==> config.mk <==
export PLATFORM = sky130hd
export DESIGN_NAME = mpi_eth_interface
export DESIGN_NICKNAME = d
export VERILOG_FILES = /design/src/rtl/mpi_eth_interface.sv
export SDC_FILE = /design/constraint.sdc
export NUM_CORES = 1
export LEC_CHECK = 0
export CORE_ASPECT_RATIO = 2
export CORE_UTILIZATION = 48
export CTS_CLUSTER_DIAMETER = 40
export DETAILED_ROUTE_END_ITERATION = 10
export PLACE_DENSITY = 0.89
export SLEW_MARGIN = 5
export SYNTH_ARGS = -nofsm -noshare
export SYNTH_HDL_FRONTEND = slang
export SYNTH_SLANG_ARGS = --single-unit
==> constraint.sdc <==
create_clock -name clk -period 2.9 [get_ports clk]
set_clock_uncertainty 0.15 [all_clocks]
set_input_delay 0.29 -clock clk [delete_from_list [all_inputs] [get_ports clk]]
set_output_delay 0.29 -clock clk [all_outputs]
set_load 0.03 [all_outputs]
==> src/rtl/mpi_eth_interface.sv <==
// MPI-over-Ethernet blocking send endpoint: emits a SEND frame, a DONE_REQ frame,
// then waits on the RX stream for a matching DONE_ACK before accepting the next command.
module mpi_eth_interface #(
  parameter logic [15:0] ETHERTYPE  = 16'h88B5,
  parameter logic [7:0]  T_SEND     = 8'h01,
  parameter logic [7:0]  T_DONE_REQ = 8'h02,
  parameter logic [7:0]  T_DONE_ACK = 8'h03
) (
  input  logic        clk,
  input  logic        aresetn,
  input  logic        cmd_valid,
  output logic        cmd_ready,
  input  logic [15:0] cmd_dst_rank,
  input  logic [7:0]  cmd_src_rank,
  input  logic [31:0] cmd_size,
  input  logic [47:0] cmd_mac_dst,
  input  logic [47:0] cmd_mac_src,
  input  logic [31:0] cmd_ip_dst,
  input  logic [31:0] cmd_ip_src,
  input  logic [63:0] pld_data,
  input  logic [7:0]  pld_keep,
  input  logic        pld_last,
  input  logic        pld_valid,
  output logic        pld_ready,
  output logic [63:0] stream_out_data,
  output logic [7:0]  stream_out_keep,
  output logic        stream_out_last,
  output logic        stream_out_valid,
  input  logic        stream_out_ready,
  input  logic [63:0] stream_in_data,
  input  logic [7:0]  stream_in_keep,
  input  logic        stream_in_last,
  input  logic        stream_in_valid,
  output logic        stream_in_ready,
  output logic        done,
  output logic        busy
);

  typedef enum logic [2:0] {
    S_IDLE,
    S_SHDR,
    S_SPLD,
    S_RHDR,
    S_WAIT_ACK
  } state_t;

  state_t      state_q;
  logic [1:0]  hdr_idx_q;
  logic [7:0]  msg_type_q;
  logic [15:0] dst_rank_q;
  logic [7:0]  src_rank_q;
  logic [31:0] size_q;
  logic [47:0] mac_dst_q;
  logic [47:0] mac_src_q;
  logic [31:0] ip_dst_q;
  logic [31:0] ip_src_q;
  logic [63:0] tx_data_q;
  logic [7:0]  tx_keep_q;
  logic        tx_last_q;
  logic        tx_valid_q;
  logic        done_q;
  logic [2:0]  rx_cnt_q;
  logic [47:0] rx_mac_q;

  logic [1:0]  nidx_d;
  logic [31:0] hdr_size_d;
  logic [63:0] next_hdr_d;
  logic        ack_match_d;
  logic        in_spld;
  logic        unused_ok;

  always_comb begin
    nidx_d     = hdr_idx_q + 2'd1;
    hdr_size_d = (msg_type_q == T_SEND) ? size_q : '0;
    case (nidx_d)
      2'd1:    next_hdr_d = {mac_src_q[31:0], ETHERTYPE, 8'h00, msg_type_q};
      2'd2:    next_hdr_d = {ip_dst_q, ip_src_q};
      2'd3:    next_hdr_d = {dst_rank_q, src_rank_q, msg_type_q, hdr_size_d};
      default: next_hdr_d = {mac_dst_q, mac_src_q[47:32]};
    endcase
  end

  // The last RX beat must be flit 3; its rank/type fields are compared straight off the bus.
  always_comb begin
    ack_match_d = stream_in_valid && stream_in_last && (rx_cnt_q == 3'd3)
               && (rx_mac_q == mac_src_q)
               && (stream_in_data[39:32] == T_DONE_ACK)
               && (stream_in_data[63:48] == {8'h00, src_rank_q})
               && (stream_in_data[47:40] == dst_rank_q[7:0]);
  end

  always_ff @(posedge clk) begin
    if (!aresetn) begin
      state_q    <= S_IDLE;
      hdr_idx_q  <= '0;
      msg_type_q <= '0;
      dst_rank_q <= '0;
      src_rank_q <= '0;
      size_q     <= '0;
      mac_dst_q  <= '0;
      mac_src_q  <= '0;
      ip_dst_q   <= '0;
      ip_src_q   <= '0;
      tx_data_q  <= '0;
      tx_keep_q  <= '0;
      tx_last_q  <= 1'b0;
      tx_valid_q <= 1'b0;
      done_q     <= 1'b0;
    end else begin
      done_q <= 1'b0;
      case (state_q)
        S_IDLE: begin
          if (cmd_valid) begin
            dst_rank_q <= cmd_dst_rank;
            src_rank_q <= cmd_src_rank;
            size_q     <= cmd_size;
            mac_dst_q  <= cmd_mac_dst;
            mac_src_q  <= cmd_mac_src;
            ip_dst_q   <= cmd_ip_dst;
            ip_src_q   <= cmd_ip_src;
            msg_type_q <= T_SEND;
            hdr_idx_q  <= '0;
            tx_data_q  <= {cmd_mac_dst, cmd_mac_src[47:32]};
            tx_keep_q  <= '1;
            tx_last_q  <= 1'b0;
            tx_valid_q <= 1'b1;
            state_q    <= S_SHDR;
          end
        end
        S_SHDR: begin
          if (stream_out_ready) begin
            if (hdr_idx_q == 2'd3) begin
              tx_valid_q <= 1'b0;
              tx_data_q  <= '0;
              tx_keep_q  <= '0;
              state_q    <= S_SPLD;
            end else begin
              hdr_idx_q <= nidx_d;
              tx_data_q <= next_hdr_d;
            end
          end
        end
        S_SPLD: begin
          if (pld_valid && stream_out_ready && pld_last) begin
            msg_type_q <= T_DONE_REQ;
            hdr_idx_q  <= '0;
            tx_data_q  <= {mac_dst_q, mac_src_q[47:32]};
            tx_keep_q  <= '1;
            tx_last_q  <= 1'b0;
            tx_valid_q <= 1'b1;
            state_q    <= S_RHDR;
          end
        end
        S_RHDR: begin
          if (stream_out_ready) begin
            if (hdr_idx_q == 2'd3) begin
              tx_valid_q <= 1'b0;
              tx_last_q  <= 1'b0;
              tx_data_q  <= '0;
              tx_keep_q  <= '0;
              state_q    <= S_WAIT_ACK;
            end else begin
              hdr_idx_q <= nidx_d;
              tx_data_q <= next_hdr_d;
              tx_last_q <= (nidx_d == 2'd3);
            end
          end
        end
        default: begin
          if (ack_match_d) begin
            done_q  <= 1'b1;
            state_q <= S_IDLE;
          end
        end
      endcase
    end
  end

  // RX framing runs in every state so a frame already in flight still counts in WAIT_ACK.
  always_ff @(posedge clk) begin
    if (!aresetn) begin
      rx_cnt_q <= '0;
      rx_mac_q <= '0;
    end else if (stream_in_valid) begin
      if (rx_cnt_q == 3'd0) rx_mac_q <= stream_in_data[63:16];
      if (stream_in_last)          rx_cnt_q <= '0;
      else if (rx_cnt_q != 3'd4)   rx_cnt_q <= rx_cnt_q + 3'd1;
    end
  end

  assign in_spld          = (state_q == S_SPLD);
  assign stream_out_data  = in_spld ? pld_data  : tx_data_q;
  assign stream_out_keep  = in_spld ? pld_keep  : tx_keep_q;
  assign stream_out_last  = in_spld ? pld_last  : tx_last_q;
  assign stream_out_valid = in_spld ? pld_valid : tx_valid_q;
  assign pld_ready        = in_spld && stream_out_ready;
  assign cmd_ready        = aresetn && (state_q == S_IDLE);
  assign busy             = (state_q != S_IDLE);
  assign done             = done_q;
  assign stream_in_ready  = 1'b1;
  assign unused_ok        = ^{stream_in_keep, stream_in_data[15:0]};

endmodule

; ---- After elaboration in Yosys (flattened, before gate mapping)
; Index checks and enable logic that the tools add are counted.
[word_totals]
register_bits = 355
word_cells = 117
in_bits = 368
out_inout_bits = 79
[op_classes]
eq_ne = 23
n_reduce_logical = 29
bitwise = 1
n_addsub = 2
n_mux = 45
[op_table]
columns = op, n
row1 = $pmux 64 s3, 2
row2 = $mux 64, 5
row3 = $mux 8, 7
row4 = $eq 48x48->1, 1
row5 = $mux 32, 1
row6 = $mux 3, 9
row7 = $pmux 8 s3, 1
row8 = $eq 16x8->1, 1
row9 = $pmux 8 s2, 1
row10 = $ne 2x2->1 const B, 6
row11 = $pmux 3 s4, 1
row12 = $mux 1, 11
row13 = $logic_and 1x1->1, 10
row14 = $reduce_and 5->1, 2
row15 = $eq 3x2->1 const B, 3
row16 = $reduce_bool 3->1, 3
row17 = $eq 8x1->1 const B, 1
row18 = $eq 8x2->1 const B, 1
row19 = $eq 8x8->1, 1
row20 = $mux 2, 4
row21 = $reduce_and 4->1, 2
row22 = $reduce_and 7->1, 1
row23 = $eq 2x2->1 const B, 3
row24 = $logic_not 3->1, 2
row25 = other kinds (15), 21

; ---- Depth between registers and ports, before layout
[depth]
ltp_word = 8
depth_mapped = 10
depth_no_buf = 7

; ---- Worst setup path before layout
; OpenSTA, ideal clock, no wires.
[synth_timing]
kind = register to register
startpoint = reg hdr_idx_q[0]
endpoint = reg tx_data_q[27]
setup_ns = 0.136
synth_period_minus_slack_ns = 2.231
setup_slack_ns = 0.669
arrival_time_ns = 1.946
path_stages_with_launch = 10
path_buffers = 3
required_ns = 2.614
cell_sequence = dfxtp_1 -> inv_1 -> ha_1 -> buf_2 -> and3b_1 -> clkbuf_1 -> clkbuf_1 -> a221o_1 -> a222oi_1 -> a211oi_1
[synth_via]
elab_chain_len = 6
word_cells_on_any_way = 9
classes_between = 1 x add/sub / 4 x eq/ne / 4 x mux
[synth_rtl]
columns = element, line_no
row1 = from (decl), 48  ; logic [1:0] hdr_idx_q;
row2 = from (signal assigned), 138  ; hdr_idx_q <= nidx_d;
row3 = from (signal assigned), 163  ; hdr_idx_q <= nidx_d;
row4 = $add 2x1->2, 73  ; nidx_d = hdr_idx_q + 2'd1;
row5 = $eq 2x2->1 / $eq 2x1->1 (equally long branches), 75  ; case (nidx_d)
row6 = $pmux 64 s3, 75
row7 = $mux 64 (*), "132, 156"
row8 = $mux 64 (*), 131  ; if (stream_out_ready) begin
row9 = $pmux 64 s3 (*), 111  ; case (state_q)
row10 = to (signal assigned), 123  ; tx_data_q <= {cmd_mac_dst, cmd_mac_src[47:32]};
row11 = to (signal assigned), 139  ; tx_data_q <= next_hdr_d;
row12 = to (signal assigned), 164  ; tx_data_q <= next_hdr_d;
row13 = to (decl), 57  ; logic [63:0] tx_data_q;
; Mark *: on every way between the ends. The rest lies on a longest branch, timed or not. The select of a mux whose other input is x is not followed.
; A chain may end at the register's enable or synchronous reset.

; ---- Final worst setup path
[layout_timing]
startpoint = reg state_q[2]
endpoint = out stream_out_data[46]
[layout_via]
elab_chain_len = 2
[layout_rtl]
columns = element, line_no
row1 = from (decl), 47  ; state_t state_q;
row2 = from (signal assigned), 94  ; state_q <= S_IDLE;
row3 = from (signal assigned), 127  ; state_q <= S_SHDR;
row4 = from (signal assigned), 136  ; state_q <= S_SPLD;
row5 = $eq 3x2->1, 191  ; assign in_spld = (state_q == S_SPLD);
row6 = $mux 64, 192  ; assign stream_out_data = in_spld ? pld_data : tx_data_q;
row7 = to (decl), 25  ; output logic [63:0] stream_out_data,
; No other way between the ends.

==> run_results.csv <==
group,metric,value,unit
status,status,"complete, no violations",
timing,finalCriticalPeriod,2.78,ns
clock_network,clk_pin_slew,0.07,ns
synth,synth_compound_area_share,21.8,%
clock_network,clkLatencyLatePin,0.53,ns
global_route,met1_usage,35.4,%
cells_and_area,final_nets,2555,
pwr,power_density,574,mW/mm^2
routing,vias,15200,
synth,syn_inst,1840,
floorplan,die_area,0.0321,mm^2
setup_path,cp_cell_sequence,"nor2_1 -> and2_4 -> buf_16 -> mux2_2 -> dlygate4sd2_1",
pwr,peakVddDrop,0.424,mV
clock_network,cts_sinks,341,
global_route,use_met3,3.85,%
timing,max_freq,360,MHz
timing,finalWorstSetupSlack,0.124,ns
floorplan,row_count,91,
clock_network,cts_tree,"yes",
timing,slew_viol_final,0,
cells_and_area,fillers,2435,
floorplan,num_io_pins,447,
floorplan,die_y,252,um
setup_path,critical_path.max_stage_delay,0.38,ns
global_route,busiest_layer,"met2",
global_route,grt_start_max_net_pins,200,
global_route,grt_pass1_wl,80700,um
synth,synthMuxAreaShare,5.00,%
timing,hold_viol_final,0,
synth,ys_seq_area_share,45.4,%
routing,ant_nets,0,
cells_and_area,stdcell_count,2627,
setup_path,startpoint,"state_q[2]$_SDFFE_PN0P_",
routing,vias_per_cell,5.80,
global_route,grt_usage,32.8,%
synth,synth_seq_cells,341,
floorplan,coreArea,0.0309,mm^2
setup_path,crit_buf_inv,2,
routing,first_pass_iters,10,
setup_path,critPathRequiredTime,2.46,ns
placement,place_ws,0.334,ns
placement,dp.cells,2557,
setup_path,reg2reg_depth,7,
synth,yosysWarnings,0,
setup_path,crit_cells,5,
cells_and_area,finalInstanceArea,0.0207,mm^2
synth,synth_xor_area_share,3.67,%
timing,finalCritPeriodShare,95.7,%
timing,fin_tns_setup,0,ns
timing,worstMarginPinSlew,1.08,ns
setup_path,crit_path_top_delay_cell,"mux2_2",
setup_path,crit_type,"reg -> out",
cells_and_area,postLayoutCoreUtil,67.0,%
floorplan,start_util,48.8,%
synth,synth_flop_cell,"dfxtp_1",
synth,yosysMostFrequentCell,"nand2_1",
global_route,gr-total-overflow,0,
synth,synth_top_cell_area_share,45.4,%
routing,routed_wl,54600,um
synth,postSynthAreaPerCell,8.18,um^2
timing,slew_headroom,27.8,%
setup_path,crit_fanout,35,
global_route,grt_use_met2,57.6,%
synth,synth_area,0.0150,mm^2
job,maxCapViolCount,0,
synth,synthTopCellsByArea,"dfxtp_1 (45%), nand2_1 (13%), a21oi_1 (9.1%)",
synth,synth_enable_flop_cells,0,
synth,async_flop_share,0,%
floorplan,die_x,127,um
routing,remaining_drc_errors,0,
setup_path,path_delay_family,"buffers and inverters",
clock_network,numCtsBuffers,34,
synth,yosys.cell_types.count,50,
placement,numPortBuffers,421,
clock_network,cts_buffer_depth,3,
synth,yosys.area_share.simple,18.3,%
setup_path,timing.rr.start,"hdr_idx_q[0]$_SDFFE_PN0P_",
routing,post_drt_wl_per_cell,20.8,um
placement,gp_congestion,0.953,
setup_path,worstSetupEndpoint,"stream_out_data[46]",
global_route,grt_pass1_vias,14700,
timing,setup_viol,0,
pwr,power.leakage,0.00822,uW
setup_path,r2r_end,"tx_data_q[7]$_SDFFE_PN0P_",
synth,synthAdderAreaFrac,0.665,%
routing,drt-initial-drc-count,1521,
synth,synth_commonest_cells,"nand2_1 (538), dfxtp_1 (341), a21oi_1 (274), nor2_1 (110), clkbuf_1 (95)",
setup_path,start_kind,"flop",
cells_and_area,drive_gt1_share,9.09,%
hold_path,min_path_type,"in -> reg",
setup_path,crit_arrival,2.34,ns
global_route,antenna_found_initial,8,
clock_network,h-tree-depth,2,
placement,postPlaceCellArea,0.0195,mm^2
placement,dp_hpwl,38900,um
synth,syn_nets,2216,
setup_path,end_kind,"output port",
timing,grt_setup_unrepaired,"false",
setup_path,rrSetupSlack,0.23,ns
synth,synth_area_leader_cell,"dfxtp_1",
synth,synth_top_family_by_area,"compound AO/OA/AOI/OAI gates",
cells_and_area,area_delta_synth_final,37.4,%
clock_network,root_buffer,"clkbuf_16",
==> worst min path at each step <==
stage          slack [ns]  cells after the start                         end                 startpoint
2_1_floorplan        0.26                      2     state_q[0]$_SDFFE_PN0P_                    aresetn
3_3_place_gp         0.29                      2   mac_dst_q[7]$_SDFFE_PN0P_  mac_dst_q[7]$_SDFFE_PN0P_
3_5_place_dp         0.30                      2   ip_dst_q[18]$_SDFFE_PN0P_  ip_dst_q[18]$_SDFFE_PN0P_
4_1_cts              0.14                      3  mac_src_q[12]$_SDFFE_PN0P_            cmd_mac_src[12]
5_1_grt              0.16                      3  mac_src_q[12]$_SDFFE_PN0P_            cmd_mac_src[12]
6_report             0.16                      3  mac_src_q[12]$_SDFFE_PN0P_            cmd_mac_src[12]
==> stage by stage <==
stage               hold WS (ns)  power, uW
floorplan                  0.256       6480
global placement           0.291       7500
detailed placement         0.296       7570
CTS                        0.141      11900
global route               0.156      12300
finish                     0.156      11900
==> cell families after synthesis <==
kind of cell	count (synthesis)
AO/OA/AOI/OAI	490
buffers and inverters	174
multiplexers	67
AND/OR/NAND/NOR	696
adder cells (fa/ha/maj)	8
XOR/XNOR	63
other	1
flip-flops	341
==> layer usage <==
layer  up-vias  part of all wire [%]
met4         0                   8.8
met1      7115                    35
li1       7104                     -
met5         -                     0
met2       822                    50
met3       208                   6.2
==> report_power, final <==
group | total (uW) | internal [uW] | switching (uW)
sequential | 5280 | 5010 | 271
clock | 4430 | 2580 | 1850
combinational | 2160 | 1000 | 1160
total | 11900 | 8590 | 3280
==> sequential cells by signal (all words and copies together) (netlist names), 16 cells and up <==
name	flops
ip_src_q	32
rx_mac_q	48
tx_data_q	64
size_q	32
mac_src_q	48
dst_rank_q	16
ip_dst_q	32
mac_dst_q	48
==> placed cells by master, fill, tap and decap left out, types with 7 or more instances in the layout <==
cell,Yosys,final
a221oi_1,34,34
a21o_1,10,10
a22oi_1,7,7
buf_12,0,10
xor2_1,61,61
buf_4,1,46
a222oi_1,58,58
diode_2,0,8
a22o_1,23,23
a211oi_2,10,10
nor4_1,17,17
nand2_1,538,538
clkdlybuf4s50_1,0,347
a221o_1,7,7
dlygate4sd2_1,0,59
mux2_2,65,65
a21oi_1,274,274
a211oi_1,56,56
inv_1,9,9
clkbuf_16,0,39
nor2_1,110,109
dfxtp_1,341,341
==> worst min-delay path, stage by stage <==
cell,delay (ns)
clkdlybuf4s50_1,0.39
nand2_1,0.06
a21oi_1,0.05
==> repair_timing <==
item	CTS	global route
gates resized for setup	62	0
buffers inserted	0	2
hold buffers	0	0
gates cloned	0	2
setup endpoints to repair	60	35
pin swaps	0	1
==> layout make-up <==
| type | count | area, um^2 | area share (%) |
|---|---|---|---|
| diodes | 8 | 20.0 | 0.0968 |
| clock buffers | 49 | 1030 | 4.99 |
| clock inverters | 9 | 93.8 | 0.454 |
| inverters | 10 | 45.0 | 0.218 |
| multi-input cells | 1325 | 7480 | 36.2 |
| flip-flops and latches | 341 | 6830 | 33.0 |
| well taps | 418 | 523 | 2.53 |
| repair buffers | 467 | 4650 | 22.5 |
Note: power is estimated with default switching activity, not from simulation.
